`src/rtl/uart_pkg.sv`:
```
// uart_pkg: shared types and constants for the UART transmit scheduler.
//   tx_state_e : frame sequencing states
//   DATA_W     : data bits per frame
//   PAR_EVEN / PAR_ODD : parity mode selectors for the PARITY_ODD parameter
package uart_pkg;

  localparam int unsigned DATA_W   = 8;
  localparam int unsigned PAR_EVEN = 0;
  localparam int unsigned PAR_ODD  = 1;

  typedef enum logic [2:0] {
    ST_IDLE,
    ST_PEND,
    ST_START,
    ST_DATA,
    ST_PAR,
    ST_STOP
  } tx_state_e;

endpackage

```
`src/rtl/uart_rr_arb2.sv`:
```
// uart_rr_arb2: combinational two-way round-robin pick.
//   valid_i[1:0]  : requester valids (bit N = requester N)
//   last_grant_i  : requester granted most recently
//   gnt_o[1:0]    : one-hot pick, all zero when nothing is valid
module uart_rr_arb2 (
  input  logic [1:0] valid_i,
  input  logic       last_grant_i,
  output logic [1:0] gnt_o
);

  // On contention the requester that did not win last time gets the byte.
  always_comb begin
    gnt_o = '0;
    if (valid_i[0] && (!valid_i[1] || last_grant_i)) begin
      gnt_o[0] = 1'b1;
    end else if (valid_i[1]) begin
      gnt_o[1] = 1'b1;
    end
  end

endmodule

```
`src/rtl/uart_tx_sched.sv`:
```
// uart_tx_sched: two-requester UART transmitter with round-robin arbitration.
// Frame: start(0) / 8 data bits LSB first / parity / STOP_BITS stop bits(1).
// Every bit boundary advances only on a tx_en baud tick.
//   clk, rst_n              : clock, asynchronous active-low reset
//   tx_en                   : one-clk baud tick
//   reqN_valid / reqN_data  : requester N offers a byte
//   reqN_ready              : byte from requester N accepted this cycle
//   tx                      : registered serial line, idle high
//   busy                    : frame pending or in flight
//   grant_id                : requester owning the current/most recent frame
module uart_tx_sched #(
  parameter int unsigned DATA_W     = uart_pkg::DATA_W,
  parameter int unsigned PARITY_ODD = 0,
  parameter int unsigned STOP_BITS  = 1
) (
  input  logic              clk,
  input  logic              rst_n,
  input  logic              tx_en,
  input  logic              req0_valid,
  input  logic [DATA_W-1:0] req0_data,
  output logic              req0_ready,
  input  logic              req1_valid,
  input  logic [DATA_W-1:0] req1_data,
  output logic              req1_ready,
  output logic              tx,
  output logic              busy,
  output logic              grant_id
);

  import uart_pkg::*;

  localparam logic PAR_INV   = (PARITY_ODD == PAR_ODD);
  localparam logic STOP_LAST = 1'(STOP_BITS - 1);

  tx_state_e         state_q, state_d;
  logic [DATA_W-1:0] data_q, data_d;
  logic [2:0]        cnt_q, cnt_d;
  logic              stop_q, stop_d;
  logic              tx_q, tx_d;
  logic              grant_q, grant_d;
  logic              last_q, last_d;
  logic [1:0]        gnt;
  logic              idle_ok;
  logic              accept;
  logic              parity_bit;

  uart_rr_arb2 u_arb (
    .valid_i      ({req1_valid, req0_valid}),
    .last_grant_i (last_q),
    .gnt_o        (gnt)
  );

  // rst_n gates ready so nothing is handshaken while reset is held.
  assign idle_ok    = (state_q == ST_IDLE) && rst_n;
  assign accept     = idle_ok && (gnt != 2'b00);
  assign parity_bit = (^data_q) ^ PAR_INV;

  always_ff @(posedge clk or negedge rst_n) begin
    if (!rst_n) begin
      state_q <= ST_IDLE;
    end else begin
      state_q <= state_d;
    end
  end

  always_comb begin
    state_d = state_q;
    unique case (state_q)
      ST_IDLE:  if (accept)                      state_d = ST_PEND;
      ST_PEND:  if (tx_en)                       state_d = ST_START;
      ST_START: if (tx_en)                       state_d = ST_DATA;
      ST_DATA:  if (tx_en && cnt_q == 3'd7)      state_d = ST_PAR;
      ST_PAR:   if (tx_en)                       state_d = ST_STOP;
      ST_STOP:  if (tx_en && stop_q == STOP_LAST) state_d = ST_IDLE;
      default:                                   state_d = ST_IDLE;
    endcase
  end

  always_comb begin
    data_d     = data_q;
    cnt_d      = cnt_q;
    stop_d     = stop_q;
    tx_d       = tx_q;
    grant_d    = grant_q;
    last_d     = last_q;
    req0_ready = idle_ok && gnt[0];
    req1_ready = idle_ok && gnt[1];
    busy       = (state_q != ST_IDLE);
    unique case (state_q)
      ST_IDLE: begin
        if (accept) begin
          data_d  = gnt[1] ? req1_data : req0_data;
          grant_d = gnt[1];
          last_d  = gnt[1];
        end
      end
      ST_PEND: if (tx_en) tx_d = 1'b0;
      ST_START: begin
        if (tx_en) begin
          tx_d  = data_q[0];
          cnt_d = '0;
        end
      end
      ST_DATA: begin
        if (tx_en) begin
          tx_d  = (cnt_q == 3'd7) ? parity_bit : data_q[cnt_q + 3'd1];
          cnt_d = cnt_q + 3'd1;
        end
      end
      ST_PAR: begin
        if (tx_en) begin
          tx_d   = 1'b1;
          stop_d = 1'b0;
        end
      end
      ST_STOP: if (tx_en && stop_q != STOP_LAST) stop_d = stop_q + 1'b1;
      default: ;
    endcase
  end

  always_ff @(posedge clk or negedge rst_n) begin
    if (!rst_n) begin
      data_q  <= '0;
      cnt_q   <= '0;
      stop_q  <= 1'b0;
      tx_q    <= 1'b1;
      grant_q <= 1'b0;
      last_q  <= 1'b1;
    end else begin
      data_q  <= data_d;
      cnt_q   <= cnt_d;
      stop_q  <= stop_d;
      tx_q    <= tx_d;
      grant_q <= grant_d;
      last_q  <= last_d;
    end
  end

  assign tx       = tx_q;
  assign grant_id = grant_q;

endmodule

```
`config.mk`:
```
export PLATFORM = sky130hd
export DESIGN_NAME = uart_tx_sched
export DESIGN_NICKNAME = d
export VERILOG_FILES = /design/src/rtl/uart_pkg.sv /design/src/rtl/uart_rr_arb2.sv /design/src/rtl/uart_tx_sched.sv
export SDC_FILE = /design/constraint.sdc
export NUM_CORES = 1
export LEC_CHECK = 0
export BUFFER_PORTS_ARGS = -buffer_cell sky130_fd_sc_hd__clkbuf_2
export CAP_MARGIN = 5
export CORE_MARGIN = 2
export CORE_UTILIZATION = 59
export CTS_BUF_LIST = sky130_fd_sc_hd__clkbuf_4 sky130_fd_sc_hd__clkbuf_8
export CTS_CLUSTER_DIAMETER = 60
export DETAILED_ROUTE_END_ITERATION = 8
export PLACE_DENSITY = 0.87
export SYNTH_ARGS = -nofsm -noshare
export SYNTH_HDL_FRONTEND = slang
export SYNTH_SLANG_ARGS = --single-unit
```
`constraint.sdc`:
```
create_clock -name clk -period 3.7 [get_ports clk]
set_clock_uncertainty 0.05 [all_clocks]
set_input_delay 0.925 -clock clk [delete_from_list [all_inputs] [get_ports clk]]
set_output_delay 0.925 -clock clk [all_outputs]
set_load 0.02 [all_outputs]
```
==> After elaboration in Yosys (flattened, before gate mapping) <==
Index checks and enable logic that the tools add are counted.
W data, S select, Z words.
{ "op_classes": {"add_sub_neg": 2, "n_lt_le_gt_ge": 1, "n_eq_ne": 14, "n_mux": 24, "bitwise": 1, "reduce_logical": 22} }
{ "ops": {"columns": ["op", "n"], "rows": [
  ["$mux W3", 8],
  ["$pmux W3 S6", 1],
  ["$ne A2 B2 Y1 const B", 8],
  ["$mux W1", 10],
  ["$eq A3 B3 Y1 const B", 3],
  ["$logic_and A1 B1 Y1", 8],
  ["$mux W8", 1],
  ["$reduce_xor A8 Y1", 1],
  ["$eq A3 B2 Y1 const B", 2],
  ["$pmux W3 S2", 1],
  ["$reduce_and A3 Y1", 2],
  ["$reduce_and A6 Y1", 1],
  ["$reduce_bool A2 Y1", 3],
  ["$reduce_and A5 Y1", 1],
  ["$lt A3 B4 Y1 const B", 1],
  ["$pmux W1 S4", 1],
  ["$reduce_bool A4 Y1", 1],
  ["$add A3 B1 Y3 const B", 1],
  ["$bmux W1 S3", 1],
  ["$eq A3 B1 Y1 const B", 1],
  ["$logic_not A3 Y1", 1],
  ["$reduce_bool A3 Y1", 1],
  ["$pmux W1 S2", 1],
  ["$reduce_and A2 Y1", 1],
  ["other kinds (4)", 4]
]} }
{ "totals": {"register_bits": 18, "in_bits": 21, "output_inout_bits": 5, "wordCells": 71} }

==> Logic depth before layout (Yosys ltp) <==
{ "logic_depth": {"word_depth": 8, "ltp_mapped": 7, "depth_no_buf": 6} }

==> Modules after synthesis <==
A second synthesis with hierarchy kept.
{ "unflattened": {"hier_cells": 112, "hier_area_um2": 1076.0} }
{ "modules_own_cells": {"columns": ["mod", "n_inst", "cells_each", "area_per_inst_um2", "seq_area_each_um2"], "rows": [
  ["uart_tx_sched", 1, 109, 1057.3, 452.9],
  ["uart_rr_arb2", 1, 3, 18.8, 0.0]
]} }

==> Least setup slack after synthesis <==
Ideal clock, no wire load.
{ "synth_timing": {"path_type": "input-to-output", "startpoint": "input req1_valid", "endpoint": "output req1_ready", "arrival_time_ns": 1.630, "t_required_ns": 2.725, "path_slack_ns": 1.095, "cell_stages": 3, "path_buffers": 1, "path_cell_list": "a21boi_0 buf_2 and3_1"} }
{ "synth_between": {"elab_chain_len": 5, "elab_cells_between_ends": 6, "cone_classes": "mux: 2; reduce/logical: 4"} }
{ "synth_rtl": {"columns": ["element", "line_no", "source"], "rows": [
  ["start, declared", "uart_tx_sched.sv:22", "input logic req1_valid,"],
  ["$logic_not A1 Y1", "uart_rr_arb2.sv:14", "if (valid_i[0] && (!valid_i[1] || last_grant_i)) begin"],
  ["$logic_or A1 B1 Y1", "uart_rr_arb2.sv:14", null],
  ["$logic_and A1 B1 Y1", "uart_rr_arb2.sv:14", null],
  ["$mux W1 (*)", "uart_rr_arb2.sv:14", null],
  ["$logic_and A1 B1 Y1 (*)", "uart_tx_sched.sv:87", "req1_ready = idle_ok && gnt[1];"],
  ["end, declared", "uart_tx_sched.sv:24", "output logic req1_ready,"]
]} }
Mark *: on every way between the ends. The rest lies on a longest branch, timed or not.

==> Worst setup path in the final report <==
Ends and elaborated chain as after synthesis.

==> results.py <==
metrics = {
    "timing": {
        "hold_viol_final": 0,
        "totalNegativeSetupSlack_ps": 0,
        "slew_viol_final": 0,
        "achievable-frequency_ghz": 0.344,
        "grt_setup_unrepaired": "false",
        "setup_violations": 0,
        "timing_worst_slew_pin_value_ps": 499,
        "period_share_pct": 78.6,
        "final.min_clock_period_ps": 2910,
        "worst_slew_margin_rel_pct": 66.8,
    },
    "placed_design": {
        "placed_cells_incl_taps": 156,
        "gp_congestion": 0.810,
        "io_buffer_count": 25,
        "postPlaceCellArea_sq_um": 1200,
        "dp_hpwl_um": 1610,
    },
    "logic_synthesis": {
        "synth_compound_gate_area_share_pct": 18.5,
        "synth.net_count": 132,
        "synth_top_family_by_area": "compound AO/OA/AOI/OAI gates",
        "ys_ff_latch": 18,
        "muxShareOfSynthArea_pct": 12.0,
        "yosysSeqAreaShare_pct": 42.3,
        "synth_largest_area_cell": "sky130_fd_sc_hd__dfrtp_1",
        "synthSimpleGateAreaFrac_pct": 14.4,
        "ys.warnings.count": 0,
        "ys_async_rst_share_pct": 100,
        "avgSynthCellArea_sq_um": 9.81,
        "synthTopCellsByArea": "sky130_fd_sc_hd__dfrtp_1, sky130_fd_sc_hd__mux2i_1, sky130_fd_sc_hd__xnor2_1",
        "synth-edff-count": 0,
        "synthCells": 109,
        "synth-xor-area-share_pct": 5.73,
        "synth_cell_types": 34,
        "synth.cell_area_sq_um": 1070,
        "dominantRegCellSynth": "sky130_fd_sc_hd__dfrtp_1",
        "synth-adder-area-share_pct": 2.34,
        "synth_top_area_share_pct": 37.4,
    },
    "routing": {
        "remaining_antenna_violation_count": 0,
        "firstDrtPassIters": 4,
        "detail_route.drc_violations": 0,
        "met1_length_um": 859,
        "number_of_vias_after_detailed_routing": 893,
        "detail_routed_net_length_per_standard_cell_um": 13.0,
        "drt_first_iter_violations": 19,
        "route.met2.wl_um": 1070,
        "highest_layer": "met4",
        "avgViaCountPerCell": 5.58,
        "wl_met3_um": 108,
        "wirelength_um": 2080,
    },
    "setup_path": {
        "critPathCaptureType": "output port",
        "worstSetupStartpointType": "input pin",
        "timing.critical_path.mode_cell": "sky130_fd_sc_hd__clkbuf_2",
        "timing.critical_path.arrival_ps": 1930,
        "worst_r2r_path_depth": 5,
        "cp.required_ps": 2720,
        "worstPathCellList": "clkbuf_2, a21boi_0, buf_4, and3_1, clkbuf_2",
        "worst_r2r_startpoint": "cnt_q[0]",
        "timing.critical_path.fanout_max": 9,
        "crit_type": "input pin to output port",
        "slowest_stage_cell_crit_path": "sky130_fd_sc_hd__a21boi_0",
        "worst_r2r_endpoint": "tx",
        "reg2reg_setup_slack_ps": 1720,
        "critical-path-max-stage-delay_ps": 250,
    },
    "clock_tree": {
        "tritoncts_clock_tree": "built",
        "post_cts_resize_count": 0,
        "sink_count_of_the_clock_tree": 18,
        "clk_latency_ps": 300,
        "cts_hold_repair.buffers": 0,
        "cts_root_buf": "sky130_fd_sc_hd__clkbuf_4",
        "cts-root-to-sink-buffers": 2,
        "setup_fix_buffers_added_after_clock_tree_synthesis": 0,
        "ctsHtreeMaxLevel": 1,
        "clkTransAtPathRegs_ps": 100,
        "tritoncts.num_buffers": 3,
    },
    "flow_run": {
        "drv.max_cap_violation_count": 0,
    },
    "power": {
        "netSwitchingFraction_pct": 35.1,
        "internal_power_mw": 0.474,
        "comb_power_share_pct": 40.1,
        "clock_network_power_share_pct": 16.8,
        "proportion_of_power_drawn_by_flip_flops_and_latches_pct": 43.1,
        "irDropWorstVdd_mv": 0.341,
        "static-leakage-power_nw": 0.624,
        "pwr_density_cell_nw_per_um2": 590,
        "switch_pwr_mw": 0.256,
    },
    "grt": {
        "grt_max_degree": 18,
        "grt_pass1_wl_um": 3550,
        "grt_antenna_before_repair": 0,
        "gr-total-overflow": 0,
        "grt_util_all_layers_pct": 24.3,
        "grt_pass1_vias": 834,
    },
    "floorplan": {
        "initial_utilization_pct": 62.6,
        "floorplan.rows": 15,
        "die_width_um": 46.6,
        "fp.dieH_um": 46.6,
        "die-area_sq_um": 2170,
        "io_pins": 26,
        "fp.coreArea_sq_um": 1710,
    },
    "cells_and_area": {
        "antennaDiodeCount": 0,
        "multi_input_area_sq_um": 567,
        "instances_no_fill": 160,
        "seqCellArea_sq_um": 453,
        "design.final.nets": 159,
        "fin_area_sq_um": 1240,
        "drive_gt1_share_pct": 25.9,
        "area_growth_pct": 15.8,
        "fill_cell_count": 119,
    },
    "min_path": {
        "worstHoldPathType": "input pin to asynchronous set/reset pin",
    },
    "status": {
        "status": "finished clean",
    },
}
==> cells in the final DEF (no fill, tap or decap), types with 2 or more instances in the layout <==
cell type,synthesis,layout
sky130_fd_sc_hd__a21boi_0,2,2
sky130_fd_sc_hd__a21o_1,3,3
sky130_fd_sc_hd__a21oi_1,12,12
sky130_fd_sc_hd__and3_1,2,2
sky130_fd_sc_hd__buf_4,0,2
sky130_fd_sc_hd__clkbuf_2,0,25
sky130_fd_sc_hd__clkbuf_4,0,3
sky130_fd_sc_hd__dfrtp_1,16,16
sky130_fd_sc_hd__dfstp_2,2,2
sky130_fd_sc_hd__ha_1,2,2
sky130_fd_sc_hd__inv_1,3,3
sky130_fd_sc_hd__mux2i_1,8,8
sky130_fd_sc_hd__nand2_1,10,10
sky130_fd_sc_hd__nand2b_1,3,3
sky130_fd_sc_hd__nor2_1,10,10
sky130_fd_sc_hd__nor2b_1,2,2
sky130_fd_sc_hd__o21ai_0,7,7
sky130_fd_sc_hd__xnor2_1,7,7
==> metal layers <==
layer / track usage (%) / vias to the layer above
met5: 0 / -
met4: 13.7 / 0
met3: 6.27 / 5
met2: 38.3 / 32
met1: 29.8 / 416
li1: - / 440
==> cell usage after synthesis, drive strengths merged (3+ instances only) <==
cell / instances
a21o: 3
a21oi: 12
buf: 3
dfrtp: 16
inv: 3
mux2i: 8
nand2: 10
nand2b: 3
nor2: 10
o21ai: 7
xnor2: 7
==> worst max-delay path by stage <==
stage	start	to	slack [ps]	cells after the start
final	req1_valid	req1_ready	790	5
after global routing	req1_valid	req1_ready	700	5
after CTS	req1_valid	req1_ready	780	5
after detailed placement	req1_valid	req1_ready	880	5
after global placement	req1_valid	req1_ready	920	5
after floorplan	req1_valid	req1_ready	1090	3
==> state kept, by name (all words and copies together) (netlist names) <==
name and count:
cnt_q 3, tx 1, state_q 3, stop_q 1, last_q 1, grant_id 1
data_q 8
==> layout make-up <==
type	instances	share of cell area, %
clock buffer	4	2.93
inverter	3	0.909
multi-input combinational	83	45.8
sequential	18	36.6
tap	25	2.53
timing repair buffer	27	11.3
==> per-stage QoR <==
stage / hold slack, ps / worst slack (ps) / power, mW / util (%)
final: 363 / 793 / 0.731 / 72.5
after global routing: 338 / 704 / 0.795 / 72.5
after CTS: 362 / 776 / 0.737 / 72.5
after detailed placement: 422 / 878 / 0.613 / 70.4
after global placement: 411 / 922 / 0.597 / 70.4
after floorplan: 404 / 1090 / 0.545 / -
==> power by group through the flow <==
stage          clock network [mW]  logic (mW)  registers (mW)
2_1_floorplan                   0       0.243           0.302
3_3_place_gp                    0       0.283           0.314
3_5_place_dp                    0       0.294           0.319
4_1_cts                     0.124       0.298           0.315
5_1_grt                     0.138       0.332           0.326
6_report                    0.122       0.293           0.315
==> logic make-up (layout without fill, tap and decap cells) <==
family,count (synthesis),count (layout)
multiplexers,10,10
XOR/XNOR,7,7
AND/OR/NAND/NOR,32,32
adder cells (fa/ha/maj),2,2
flip-flops,18,18
buffers and inverters,8,34
AO/OA/AOI/OAI,32,32
==> critical path, delay by kind of cell <==
kind / cells / cell delay [ps]
AND/OR/NAND/NOR: 1 / 220
buffers and inverters: 3 / 540
AO/OA/AOI/OAI: 1 / 250
No activity file was read; power rests on OpenSTA's default activity.
